[src/rtl/fetch_controller_pkg.sv]
// ----------------------------------------------------------------------------
// fetch_controller_pkg
// Shared definitions for the instruction fetch controller: the controller
// state encoding, the size of one instruction in bytes, and the instruction
// word that stops fetching.
// ----------------------------------------------------------------------------
package fetch_controller_pkg;

    // Controller states: waiting for start, fetching, stopped.
    typedef enum logic [1:0] {
        IDLE  = 2'd0,
        FETCH = 2'd1,
        HALT  = 2'd2
    } fetch_state_t;

    // Every instruction occupies one 32-bit word.
    localparam int INSN_BYTES = 4;

    // An all-zero instruction word marks the end of the program.
    localparam logic [31:0] HALT_WORD = 32'h0000_0000;

endpackage

[src/rtl/fetch_controller.sv]
// ----------------------------------------------------------------------------
// fetch_controller
// Walks a combinational instruction memory one word at a time and presents
// each instruction to decode through a valid/ready output stage. Fetching
// starts on a start pulse, stops on an all-zero word or when the pc leaves
// the memory, and resumes from a redirect target.
//
// Ports
//   clk, reset      : clock and synchronous active-high reset
//   start           : one-cycle pulse, leaves IDLE
//   imem_addr       : byte address into instruction memory (the pc register)
//   imem_data       : instruction word at imem_addr, same cycle
//   inst_out/pc_out : registered instruction and its byte address
//   inst_valid      : inst_out/pc_out hold an instruction
//   inst_ready      : decode takes inst_out this cycle
//   redirect_valid  : branch/jump redirect request, redirect_pc its target
//   halted          : high while fetching is stopped
// ----------------------------------------------------------------------------
module fetch_controller
    import fetch_controller_pkg::*;
#(
    parameter logic [31:0] RESET_PC   = 32'h0000_0000,
    parameter int          IMEM_WORDS = 64
) (
    input  logic        clk,
    input  logic        reset,
    input  logic        start,
    output logic [31:0] imem_addr,
    input  logic [31:0] imem_data,
    output logic [31:0] inst_out,
    output logic [31:0] pc_out,
    output logic        inst_valid,
    input  logic        inst_ready,
    input  logic        redirect_valid,
    input  logic [31:0] redirect_pc,
    output logic        halted
);

    localparam logic [31:0] PC_LIMIT  = 32'(IMEM_WORDS * INSN_BYTES);
    localparam logic [31:0] PC_STEP   = 32'(INSN_BYTES);
    localparam logic [31:0] ALIGN_MSK = ~32'h0000_0003;

    fetch_state_t state_q, state_d;
    logic [31:0]  pc_q, pc_d;
    logic [31:0]  inst_q, inst_d;
    logic [31:0]  pc_out_q, pc_out_d;
    logic         valid_q, valid_d;
    logic         out_free;
    logic         stop_here;

    // The output stage can take a new instruction when it is empty or its
    // current one leaves this cycle. Fetching stops either when the pc has
    // run past the memory or when the word at the pc is the halt word; the
    // range test comes first so data beyond the memory is never trusted.
    always_comb begin
        out_free  = !valid_q || inst_ready;
        stop_here = (pc_q >= PC_LIMIT) || (imem_data == HALT_WORD);
    end

    // Next-state and next-register logic. A redirect beats everything else
    // and flushes the output stage, even a stalled instruction. When fetching
    // stops, an instruction already presented stays until decode takes it.
    always_comb begin
        state_d  = state_q;
        pc_d     = pc_q;
        inst_d   = inst_q;
        pc_out_d = pc_out_q;
        valid_d  = valid_q;
        case (state_q)
            IDLE: begin
                if (start) begin
                    state_d = FETCH;
                end
            end
            FETCH: begin
                if (redirect_valid) begin
                    valid_d = 1'b0;
                    pc_d    = redirect_pc & ALIGN_MSK;
                end else if (stop_here) begin
                    state_d = HALT;
                    valid_d = valid_q && !inst_ready;
                end else if (out_free) begin
                    inst_d   = imem_data;
                    pc_out_d = pc_q;
                    valid_d  = 1'b1;
                    pc_d     = pc_q + PC_STEP;
                end
            end
            HALT: begin
                if (redirect_valid) begin
                    state_d = FETCH;
                    valid_d = 1'b0;
                    pc_d    = redirect_pc & ALIGN_MSK;
                end else begin
                    valid_d = valid_q && !inst_ready;
                end
            end
            default: begin
                state_d = IDLE;
                valid_d = 1'b0;
            end
        endcase
    end

    // State and datapath registers; reset discards any stalled instruction.
    always_ff @(posedge clk) begin
        if (reset) begin
            state_q  <= IDLE;
            pc_q     <= RESET_PC & ALIGN_MSK;
            inst_q   <= 32'h0;
            pc_out_q <= 32'h0;
            valid_q  <= 1'b0;
        end else begin
            state_q  <= state_d;
            pc_q     <= pc_d;
            inst_q   <= inst_d;
            pc_out_q <= pc_out_d;
            valid_q  <= valid_d;
        end
    end

    assign imem_addr  = pc_q;
    assign inst_out   = inst_q;
    assign pc_out     = pc_out_q;
    assign inst_valid = valid_q;
    assign halted     = (state_q == HALT);

endmodule

[config.mk]
export PLATFORM = sky130hd
export DESIGN_NAME = fetch_controller
export DESIGN_NICKNAME = d
export VERILOG_FILES = /design/src/rtl/fetch_controller_pkg.sv /design/src/rtl/fetch_controller.sv
export SDC_FILE = /design/constraint.sdc
export NUM_CORES = 1
export LEC_CHECK = 0
export ABC_AREA = 0
export CELL_PAD_IN_SITES_DETAIL_PLACEMENT = 1
export CELL_PAD_IN_SITES_GLOBAL_PLACEMENT = 1
export CORE_ASPECT_RATIO = 1.4
export CORE_UTILIZATION = 28
export DETAILED_ROUTE_END_ITERATION = 10
export PLACE_DENSITY = 0.84
export SLEW_MARGIN = 20
export SYNTH_ARGS = -nofsm -noshare
export SYNTH_HDL_FRONTEND = slang
export SYNTH_SLANG_ARGS = --single-unit
export TNS_END_PERCENT = 30
[constraint.sdc]
create_clock -name clk -period 2.14 [get_ports clk]
set_clock_uncertainty 0.1 [all_clocks]
set_input_delay 0.535 -clock clk [delete_from_list [all_inputs] [get_ports clk]]
set_output_delay 0.535 -clock clk [all_outputs]
set_load 0.005 [all_outputs]
==> load_flow_metrics.sql <==
INSERT INTO impl_metrics (metric_group, metric, value, unit) VALUES
('status', 'result_of_the_run', 'finished with violations', ''),
('status', 'violated_checks', 'setup timing', ''),
('placement', 'place_ws', '-586', 'ps'),
('placement', 'last_weighted_congestion_value_of_the_routability_driven_placer', '0.911', ''),
('worst_setup_path', 'critical_path.endpoint_type', 'register', ''),
('finish', 'antenna_cells', '0', ''),
('detailed_routing', 'met2_wirelength', '9000', 'um'),
('run', 'max-cap-violations', '0', ''),
('sta', 'final.period_utilization', '101', '%'),
('placement', 'io_buffer_count', '160', ''),
('synth', 'synth_flop_cell', 'sky130_fd_sc_hd__dfxtp_1', ''),
('detailed_routing', 'met3RoutedLength', '698', 'um'),
('global_route', 'first_global_vias', '4685', ''),
('worst_setup_path', 'crit_path_start_kind', 'register', ''),
('pwr', 'power.share.sequential', '29.8', '%'),
('detailed_routing', 'detailroute.via_count', '4466', ''),
('detailed_routing', 'routed.top_layer', 'met4', ''),
('detailed_routing', 'drt-total-wl', '16400', 'um'),
('sta', 'hold_viol', '0', ''),
('sta', 'setup_viol', '4', ''),
('floorplan', 'floorplan.die.width', '104', 'um'),
('synth', 'cell_area_after_synthesis', '4090', 'um2'),
('clock_network', 'tritoncts_num_sinks', '95', ''),
('sta', 'highest_clock_rate', '463', 'MHz'),
('clock_network', 'numCtsBuffers', '9', ''),
('worst_setup_path', 'worst-path-max-fanout', '19', ''),
('clock_network', 'htree_levels', '3', ''),
('sta', 'timing_max_transition_violations_final', '0', ''),
('detailed_routing', 'detail_route.wirelength.met1', '6130', 'um'),
('synth', 'synth-seq-cells', '95', ''),
('worst_setup_path', 'cp_data_required_time', '2320', 'ps'),
('floorplan', 'die_h', '145', 'um'),
('synth', 'synthDominantCellAreaShare', '46.6', '%'),
('floorplan', 'std_cell_rows', '51', ''),
('floorplan', 'effective_utilization_at_floorplan', '29.0', '%'),
('finish', 'syn2layout_area_growth', '74.1', '%'),
('pwr', 'max-vdd-ir-drop', '0.000454', 'V'),
('global_route', 'overall_global_routing_resource_usage', '20.2', '%'),
('clock_network', 'clkTransAtPathRegs', '70', 'ps'),
('synth', 'synth_top_cell_by_area', 'sky130_fd_sc_hd__dfxtp_1', ''),
('floorplan', 'core', '14100', 'um2'),
('clock_network', 'clock_latency', '350', 'ps'),
('pwr', 'p_clk_share', '26.2', '%'),
('global_route', 'grt_overflow', '0', ''),
('placement', 'dpl.hpwl', '10800', 'um'),
('synth', 'number_of_standard_cells_after_synthesis', '454', ''),
('floorplan', 'die-area', '15100', 'um2'),
('detailed_routing', 'first_iter_violations', '136', ''),
('synth', 'yosys-top-cells-area', 'sky130_fd_sc_hd__dfxtp_1, sky130_fd_sc_hd__nand2_1, sky130_fd_sc_hd__a21oi_1, sky130_fd_sc_hd__and3_1, sky130_fd_sc_hd__and4_1', ''),
('pwr', 'comb_power_share', '44.0', '%'),
('detailed_routing', 'vias_per_cell', '5.23', ''),
('floorplan', 'top_level_ports', '167', ''),
('finish', 'final_core_util', '50.4', '%'),
('synth', 'yosysWarningCount', '0', ''),
('detailed_routing', 'wire_per_inst', '19.2', 'um'),
('detailed_routing', 'drtAntennaViolNets', '0', ''),
('sta', 'timing.final.ws_setup', '-18.9', 'ps'),
('synth', 'synthesis.area_per_instance', '9.00', 'um2'),
('global_route', 'grt_start_max_net_pins', '58', ''),
('synth', 'asyncSetResetFlopFracSynth', '0', '%'),
('detailed_routing', 'detail_route.first_pass.iterations', '4', ''),
('clock_network', 'cts_tree', 'built', ''),
('finish', 'number_of_nets_in_the_finished_design', '740', ''),
('detailed_routing', 'drcViolationCount', '0', ''),
('hold_path', 'hold_path_class', 'in2reg', ''),
('global_route', 'first_pass_grt_wire_length', '24200', 'um'),
('pwr', 'swShare', '33.7', '%'),
('pwr', 'power.density', '1020', 'nW/um2'),
('synth', 'synth_cell_types', '53', ''),
('sta', 'tns', '-33.2', 'ps'),
('finish', 'drive_gt1_share', '25.7', '%'),
('pwr', 'power_switching', '2.44', 'mW'),
('worst_setup_path', 'arrival', '2330', 'ps'),
('sta', 'timing.final.crit_period', '2160', 'ps'),
('clock_network', 'clock_path_buffers', '2', ''),
('global_route', 'antenna_violations_before_repair', '0', ''),
('sta', 'grt_setup_unrepaired', 'true', ''),
('worst_setup_path', 'worstSetupPathType', 'reg2reg', ''),
('clock_network', 'clockRootBuffer', 'sky130_fd_sc_hd__clkbuf_16', ''),
('pwr', 'leakagePower', '2.82', 'nW'),
('pwr', 'totalPowerFinal', '7.25', 'mW'),
('pwr', 'power.internal', '4.81', 'mW'),
('synth', 'sequential_area_share_after_synthesis', '46.6', '%'),
('synth', 'number_of_enable_type_register_cells_in_the_synthesized_netlist', '0', '');
worst max-delay path, stage by stage, from the launching register on:
cell and delay [ps]:
sky130_fd_sc_hd__dfxtp_2 320, sky130_fd_sc_hd__or4_4 590, sky130_fd_sc_hd__nor3_4 280, sky130_fd_sc_hd__o2111a_1 330
sky130_fd_sc_hd__buf_6 220, sky130_fd_sc_hd__nand2_1 100, sky130_fd_sc_hd__a21oi_2 150
routing by layer:
| layer | vias to the layer above | GRT usage (%) |
|---|---|---|
| li1 | 2075 | - |
| met1 | 2196 | 21.2 |
| met2 | 156 | 38.4 |
| met3 | 39 | 3.05 |
| met4 | 0 | 10.5 |
| met5 | - | 0 |
state kept, by name, indices dropped and copies added (netlist names):
| name | cells |
|---|---|
| pc_out | 30 |
| imem_addr | 30 |
| inst_out | 32 |
| state_q | 2 |
| inst_valid | 1 |
cell families (layout without fill, tap and decap cells):
group | Yosys count | count (layout) | share of synthesized area, %
fa+ha+maj | 7 | 7 | 2.14
buf+inv | 49 | 261 | 5.88
compound gates | 111 | 111 | 20.0
simple gates | 190 | 190 | 25.1
other cells | 1 | 4 | 0.0918
flops | 95 | 95 | 46.6
mux | 1 | 1 | 0.245
area by class of cell:
type	count	area [um2]
clock buffers	9	225
clock inverters	7	128
fillers	1571	6990
inverters	10	37.5
multi-input cells	313	2230
flip-flops and latches	95	1910
well taps	185	231
repair buffers	235	2350
worst paths after layout:
check | from | endpoint | slack [ps] | depth (start not counted)
worst max-delay path | imem_addr[29] | inst_out[10] | -20 | 6
worst min-delay path | imem_data[17] | inst_out[17] | 330 | 3
worst max register to register | imem_addr[29] | inst_out[10] | -20 | 6
worst min register to register | inst_out[16] | inst_out[16] | 360 | 2
through the flow:
stage               std cells  instance area [um2]  hold slack [ps]
finish                    854                 7110              332
CTS                       846                 6850              357
floorplan                 457                 4100              348
global route              854                 7110              354
global placement          820                 6250              339
detailed placement        820                 6250              347
Yosys cell counts (5+ instances only):
| cell type | count |
|---|---|
| sky130_fd_sc_hd__nor3_1 | 11 |
| sky130_fd_sc_hd__a21oi_1 | 46 |
| sky130_fd_sc_hd__a21oi_2 | 5 |
| sky130_fd_sc_hd__a41o_1 | 14 |
| sky130_fd_sc_hd__clkbuf_1 | 22 |
| sky130_fd_sc_hd__dfxtp_1 | 95 |
| sky130_fd_sc_hd__ha_1 | 7 |
| sky130_fd_sc_hd__inv_1 | 10 |
| sky130_fd_sc_hd__buf_2 | 9 |
| sky130_fd_sc_hd__nor4_1 | 13 |
| sky130_fd_sc_hd__nand3_1 | 8 |
| sky130_fd_sc_hd__nand2_1 | 87 |
| sky130_fd_sc_hd__nor2_1 | 9 |
| sky130_fd_sc_hd__o21ai_0 | 7 |
| sky130_fd_sc_hd__and3_1 | 25 |
| sky130_fd_sc_hd__and4_1 | 17 |
timing repair:
action	4_1_cts	5_1_grt
cloned	3	6
endpoints found under the setup margin	95	81
hold buffers	0	0
setup buffers	8	6
pin swaps	24	21
gates resized for setup	72	79
layout by cell type, fill, tap and decap left out, drive strengths merged, types with 4 or more instances in the layout:
cell type,instances
ha,7
clkdlybuf4s50,126
inv,13
conb,4
o2111ai,5
dlygate4sd2,9
nor3,12
o31ai,4
clkdlybuf4s15,9
and4,17
a211oi,4
nor4,13
dfxtp,95
nand2,88
nor2b,4
nand3,8
clkbuf,28
a21oi,51
and3,25
o21ai,9
a41o,14
buf,71
nor2,10
power groups by stage:
stage / Sequential [mW] / Clock, mW / Combinational [mW]
after detailed placement: 2.17 / 0 / 2.56
after global placement: 2.15 / 0 / 2.46
after global routing: 2.18 / 2.00 / 3.41
after CTS: 2.14 / 1.94 / 2.88
final: 2.16 / 1.90 / 3.19
after floorplan: 2.20 / 0 / 1.22
(Power assumes the default switching activity.)
